===== config.mk =====
export PLATFORM = sky130hd
export DESIGN_NAME = wb_riot_timer
export DESIGN_NICKNAME = d
export VERILOG_FILES = /design/src/rtl/wb_riot_timer.sv
export SDC_FILE = /design/constraint.sdc
export NUM_CORES = 1
export LEC_CHECK = 0
export BUFFER_PORTS_ARGS = -buffer_cell sky130_fd_sc_hd__buf_2
export CAP_MARGIN = 10
export CORE_MARGIN = 1
export CORE_UTILIZATION = 41
export DETAILED_ROUTE_END_ITERATION = 10
export PLACE_DENSITY_LB_ADDON = 0.1
export SYNTH_ARGS = -nofsm -noshare
export SYNTH_HDL_FRONTEND = slang
export SYNTH_SLANG_ARGS = --single-unit

===== constraint.sdc =====
create_clock -name clk_i -period 3.5 [get_ports clk_i]
set_input_delay 0.35 -clock clk_i [delete_from_list [all_inputs] [get_ports clk_i]]
set_output_delay 0.35 -clock clk_i [all_outputs]
set_load 0.05 [all_outputs]

===== src/rtl/wb_riot_timer.sv =====
// 6532 RIOT interval timer as an 8-bit Wishbone responder, counting on tick_i.
// Optional interrupt output is enabled by defining WB_RIOT_IRQ_EN.
module wb_riot_timer #(
    parameter logic [7:0] RESET_COUNT        = 8'h00,
    parameter logic [1:0] RESET_INTERVAL_SEL = 2'd3
) (
    input  logic       clk_i,
    input  logic       rst_i,
    input  logic       stb_i,
    input  logic       we_i,
    input  logic [4:0] adr_i,
    input  logic [7:0] dat_i,
    output logic       ack_o,
    output logic [7:0] dat_o,
    input  logic       tick_i
`ifdef WB_RIOT_IRQ_EN
    ,
    output logic       irq_o
`endif
);

    logic       ack_q, ack_d;
    logic [7:0] dat_q, dat_d;
    logic [7:0] count_q, count_d;
    logic [1:0] interval_q, interval_d;
    logic [9:0] prescale_q, prescale_d;
    logic       flag_q, flag_d;
    logic       accept, wr_tmr, rd_acc;
    logic [9:0] limit;
    logic       unused_adr;

    assign unused_adr = ^adr_i[3:1];

    always_comb begin
        accept     = stb_i & ~ack_q;
        wr_tmr     = accept & we_i & adr_i[4];
        rd_acc     = accept & ~we_i;
        ack_d      = accept;
        dat_d      = dat_q;
        count_d    = count_q;
        interval_d = interval_q;
        prescale_d = prescale_q;
        flag_d     = flag_q;

        case (interval_q)
            2'd0:    limit = 10'd0;
            2'd1:    limit = 10'd7;
            2'd2:    limit = 10'd63;
            default: limit = 10'd1023;
        endcase
        // After underflow the timer free-runs at one decrement per tick.
        if (flag_q) limit = 10'd0;

        if (rd_acc) begin
            dat_d = adr_i[0] ? {flag_q, 7'b0} : count_q;
            if (!adr_i[0]) flag_d = 1'b0;
        end

        if (wr_tmr) begin
            count_d    = dat_i;
            interval_d = adr_i[1:0];
            prescale_d = '0;
            flag_d     = 1'b0;
        end else if (tick_i) begin
            if (prescale_q == limit) begin
                prescale_d = '0;
                count_d    = count_q - 8'd1;
                if (count_q == 8'h00) flag_d = 1'b1;
            end else begin
                prescale_d = prescale_q + 10'd1;
            end
        end
    end

    always_ff @(posedge clk_i or posedge rst_i) begin
        if (rst_i) begin
            ack_q      <= 1'b0;
            dat_q      <= 8'h00;
            count_q    <= RESET_COUNT;
            interval_q <= RESET_INTERVAL_SEL;
            prescale_q <= '0;
            flag_q     <= 1'b0;
        end else begin
            ack_q      <= ack_d;
            dat_q      <= dat_d;
            count_q    <= count_d;
            interval_q <= interval_d;
            prescale_q <= prescale_d;
            flag_q     <= flag_d;
        end
    end

    assign ack_o = ack_q;
    assign dat_o = dat_q;

`ifdef WB_RIOT_IRQ_EN
    logic irq_en_q, irq_en_d;
    logic irq_q, irq_d;

    always_comb begin
        irq_en_d = irq_en_q;
        if (wr_tmr) irq_en_d = adr_i[3];
        irq_d = flag_d & irq_en_d;
    end

    always_ff @(posedge clk_i or posedge rst_i) begin
        if (rst_i) begin
            irq_en_q <= 1'b0;
            irq_q    <= 1'b0;
        end else begin
            irq_en_q <= irq_en_d;
            irq_q    <= irq_d;
        end
    end

    assign irq_o = irq_q;
`endif

endmodule


## Word level (Yosys, flattened, before mapping)

Index checks and enable logic that the tools add are counted.
W data, S select, Z words.

- Input bits: 18
- Word-level logic and storage cells: 37
- Flip-flop bits (word level): 30

- Reductions and logical operators: 5
- Bitwise operators: 6
- Mux-type cells: 15
- $add $sub $neg: 2
- Equal/unequal tests: 3

Operators with widths:

| cell | count |
|---|---|
| $mux W10 | 4 |
| $mux W8 | 4 |
| $pmux W10 S3 | 1 |
| $add A10 B1 Y10 const B | 1 |
| $eq A10 B10 Y1 | 1 |
| $logic_not A8 Y1 | 1 |
| $sub A8 B1 Y8 const B | 1 |
| $mux W1 | 6 |
| $and A1 B1 Y1 | 4 |
| $reduce_bool A2 Y1 | 2 |
| $eq A2 B1 Y1 const B | 1 |
| $eq A2 B2 Y1 const B | 1 |
| $logic_not A2 Y1 | 1 |
| $not A1 Y1 | 2 |
| $reduce_and A2 Y1 | 1 |

## Depth between registers and ports, before layout

- Depth after elaboration: 8
- Depth in mapped cells: 6

## Worst setup path before layout

OpenSTA, ideal clock, no wires.

- Path kind: flip-flop to flip-flop
- Start: reg prescale_q[6]
- End: reg count_q[3]
- Slack: 1,543 ps
- Period minus slack after synthesis: 1,957 ps
- Cell stages (with the launch flop): 6
- Path buffers: 0
- Arrival: 1,833 ps
- Cells stage by stage: dfrtp_1 -> or4_4 -> mux2i_4 -> nand4_2 -> o41a_1 -> o31a_1

- Cells in the longest elaborated chain, start to end: 3

Ends and longest elaborated chain:

| what | line | text |
|---|---|---|
| start, declared | 26 | `logic [9:0] prescale_q, prescale_d;` |
| start signal, assigned | 88 | `prescale_q <= prescale_d;` |
| $eq A10 B10 Y1 | 65 | `if (prescale_q == limit) begin` |
| $reduce_bool A2 Y1 (no source line) | n/a |  |
| $reduce_and A2 Y1 (no source line) | n/a |  |
| end signal, assigned | 86 | `count_q <= count_d;` |
| end, declared | 24 | `logic [7:0] count_q, count_d;` |

No other way between the ends.
A chain may end at the register's enable or synchronous reset.

## Final worst setup path

- Start: reg prescale_q[6]
- End: reg count_q[1]

The elaborated chain is that of the path after synthesis.

==> flow_results.org <==
** Status
- Outcome :: complete, no violations

** Synthesis
- The cell count after synthesis came out at 172.
- Most area-consuming cells after synthesis :: sky130_fd_sc_hd__dfrtp_1 44%, sky130_fd_sc_hd__o21ai_0 5.4%, sky130_fd_sc_hd__nand2_1 5.0%
- Most frequent cells after synthesis :: 28 x sky130_fd_sc_hd__dfrtp_1, 21 x sky130_fd_sc_hd__nand2_1, 17 x sky130_fd_sc_hd__o21ai_0
- Number of synthesized flops with an enable pin :: 0
- Synth Area in Adders :: 2.364%
- sky130_fd_sc_hd__dfrtp_1 is the most common cell in the netlist.
- After synthesis, the largest family of logic cells by area is simple AND/OR/NAND/NOR gates.
- Simple-gate area share of the yosys netlist :: 27.90%
- Synthesis instantiated 36 different standard cells from the library.
- Summed over its instances, the top area cell type makes up 44.13% of the synthesized netlist area.
- Seq/Total Area, Yosys :: 47.44%
- Averaged over all synthesized cells, the footprint is 9.231 sq um.
- Netlist area before placement :: 0.001588 sq mm
- The number of nets handed over by synthesis was 193.
- Share of cell area taken by muxes after synthesis :: 4.098%
- Fraction of the mapped netlist area in compound gates :: 13.08%
- Synthesis-stage register bit count :: 30
- For this run, the leading register cell type out of synthesis is sky130_fd_sc_hd__dfrtp_1.
- After synthesis, the share of flip-flops with an asynchronous set or reset is 100.0%.
- Of the total synthesized cell area, the portion taken by XOR and XNOR cells is 2.206%.
- Total of warnings raised by yosys :: 0
- Cell type contributing the most total cell area after synthesis :: sky130_fd_sc_hd__dfrtp_1

** CTS
- Worst-path clk slew :: 60 ps
- Clock tree synthesis selected as its root buffer the cell sky130_fd_sc_hd__clkbuf_8.
- Maximum count of clock buffers along a single path :: 2
- The tree built by TritonCTS fans out to 30 sinks.
- Clk Latency, worst-skew pair :: 290 ps
- After clock tree synthesis, the setup repair step added 0 buffers.
- CTS H-tree depth :: 2
- CTS tree :: built
- The number of gates resized after CTS was 0.
- In this run, post-CTS hold repair placed 0 buffers.
- TritonCTS buffer count :: 5

** Floorplanning
- During I/O placement, the number of pins put on the boundary was 27.
- Starting utilization of the core area :: 43.05%
- CORE AREA :: 0.003689 sq mm
- The floorplan step set the die width to 64.23 um.
- Die Outline Area :: 0.004125 sq mm
- Std cell rows :: 22
- In this run the vertical extent of the chip is 64.23 um.

** Route
- After detailed routing, the average wire length per cell comes to 13.83 um.
- The first detailed-routing pass ran for 4 iterations.
- For this block, the via count after detailed routing is 1323.
- For this block, the initial DRC count from the detailed router was 81.
- Drt via density :: 5.400
- Routed WL :: 3.388 mm
- Once detail routing completed, the nets flagged for antenna violations numbered 0.
- After detailed routing, the number of remaining DRC violations is 0.

** STA
- After routing, the total negative slack on setup checks comes to 0 ps.
- Clock skew on the completed layout was measured at 7.752 ps.
- Number of max-slew violations in the final report :: 0
- Setup repair after global routing left no endpoint under its margin.
- Worst hold margin :: 0.3842 ps
- The smallest clock period supported by the final layout is computed as 2119 ps.
- Final critical-path setup slack :: 1381 ps
- Headroom to the max-slew limit came out at 47.98%.
- The final hold violation count came to 0.
- Final worst path period share :: 60.56%
- Highest Clock Rate :: 471.8 MHz
- Setup violations remaining at the end of the flow were counted as 0.
- Least-Margin Pin Slew :: 780.3 ps

** Critical path
- Launch instance of the worst register-to-register path :: prescale_q[6]
- Crit end category :: flop
- Measured in cells, the most critical reg-to-reg path has a length of 5.
- Startpoint type of the worst setup path :: flop
- STA puts the critical path data arrival time at 2290 ps.
- In this run the worst path has a maximum fanout of 9.
- The critical path is of the reg -> reg type.
- For the worst setup path, the data required time is 3670 ps.
- The critical path starts at prescale_q[6].

** Final layout
- Number of diodes added for antenna fixing :: 0
- Area taken by flip-flops and latches :: 753.2 sq um
- Area taken by multi-input logic gates :: 788.3 sq um
- From synthesis to final layout, the design area changed by 16.31%.
- Final Util :: 50.07%
- Fillcell total :: 372
- The count of cells in the finished layout, fillers not included, comes to 245.
- Net count reported at finish :: 217
- The post-route netlist has 19.80% of its cells at a drive strength greater than 1.
- Summing all non-filler instances in the final layout gives an area of 0.001847 sq mm.

** Power
- Worst VDD drop :: 294.5 uV
- Overall power consumption after layout is estimated at 1.183 mW.
- For this design the ratio of total power to cell area is 640.3 mW/mm^2.
- Leak Pwr :: 0.8258 nW

** Global route
- The number of antenna violations at the first check in global routing is 0.
- Pin count of the biggest net entering global routing :: 31
- Wire length of the first global-routing pass :: 5.892 mm
- GRT overflow :: 0
- Via count of the first global-routing pass :: 1245
- Overall track demand over capacity in global routing :: 19.43%

** Place
- The congestion estimate from routability-driven global placement came to 0.7904.
- Total placed cells including tap cells :: 236
- Once placement finished, the instance area stood at 0.001737 sq mm.
- Summed over all nets, the half-perimeter wirelength after detailed placement is 2.405 mm.
- Input/output buffers :: 24
- DP Worst Slack :: 1391 ps

** Flow run
- # Max-Cap Violations :: 0

** Hold path
- Classification of the worst-slack hold path :: in -> async
-- kinds of logic (layout without fill, tap and decap cells) --
family / after synthesis / after routing
AND/OR/NAND/NOR: 82 / 82
XOR/XNOR: 4 / 4
multiplexers: 5 / 5
AO/OA/AOI/OAI: 36 / 36
buffers and inverters: 12 / 37
flip-flops: 30 / 30
adder cells (fa/ha/maj): 3 / 3
-- cell type report --
class                           instances  area share (%)
Inverter                                4          0.8130
Clock inverter                          2          0.5420
Sequential cell                        30           40.79
Multi-Input combinational cell        130           42.68
Clock buffer                            6           3.930
Tap cell                               48           3.252
Timing Repair Buffer                   25           7.995
-- worst max-delay path: stages, from the launching register on --
cell and delay (ps):
sky130_fd_sc_hd__dfrtp_1 430, sky130_fd_sc_hd__or4_4 550, sky130_fd_sc_hd__mux2i_4 180, sky130_fd_sc_hd__and4_1 470, sky130_fd_sc_hd__nor3_1 90, sky130_fd_sc_hd__a221o_1 280
-- layout by cell type, fill, tap and decap left out, types with 2 or more instances in the layout --
cell                       Yosys  routed
sky130_fd_sc_hd__dfrtp_1      28      28
sky130_fd_sc_hd__buf_2         1      24
sky130_fd_sc_hd__clkbuf_8      0       5
sky130_fd_sc_hd__inv_1         4       4
sky130_fd_sc_hd__mux2i_1       2       2
sky130_fd_sc_hd__mux2_2        2       2
sky130_fd_sc_hd__clkinv_2      0       2
sky130_fd_sc_hd__ha_1          3       3
sky130_fd_sc_hd__dfstp_2       2       2
sky130_fd_sc_hd__nand3_1       5       5
sky130_fd_sc_hd__or3_1         4       4
sky130_fd_sc_hd__nor2_1       11      11
sky130_fd_sc_hd__a31oi_1       4       4
sky130_fd_sc_hd__nor3_1        7       7
sky130_fd_sc_hd__o31ai_1       2       2
sky130_fd_sc_hd__nand2_1      21      21
sky130_fd_sc_hd__o21ai_0      17      17
sky130_fd_sc_hd__xor2_1        3       3
sky130_fd_sc_hd__nand4_1       6       6
sky130_fd_sc_hd__a21oi_1       9       9
sky130_fd_sc_hd__nand3b_1      3       3
sky130_fd_sc_hd__and3_1        7       7
sky130_fd_sc_hd__nand4b_1      2       2
sky130_fd_sc_hd__nand2b_1     10      10
-- sequential cells by signal (all words and copies together), names as in the netlist --
signal / count
count_q: 8
flag_q: 1
interval_q: 2
dat_o: 8
prescale_q: 10
ack_o: 1
-- metal layers --
| layer | wire (um) | global-route usage, % | vias to the layer above |
|---|---|---|---|
| met5 | 0 | 0 | - |
| met4 | 93 | 11.94 | 0 |
| met3 | 204 | 5.179 | 8 |
| met2 | 1406 | 28.99 | 43 |
| met1 | 1684 | 24.92 | 603 |
| li1 | - | - | 669 |
-- where the power goes --
part	switching (mW)	internal, mW	leakage [nW]
combinational	0.253	0.143	0.405
sequential	0.0862	0.434	0.376
clock	0.129	0.137	0.0450
total	0.468	0.714	0.826
-- worst paths after layout --
check / endpoint / slack, ps
worst min register to register: ack_o / 470
max in group asynchronous: interval_q[0] / 3010
worst min-delay path: prescale_q[0] / 0.4
worst max-delay path: count_q[1] / 1380
min in group clk_i: interval_q[1] / 250
worst max register to register: count_q[1] / 1380
Note: power is estimated with default switching activity, not from simulation.
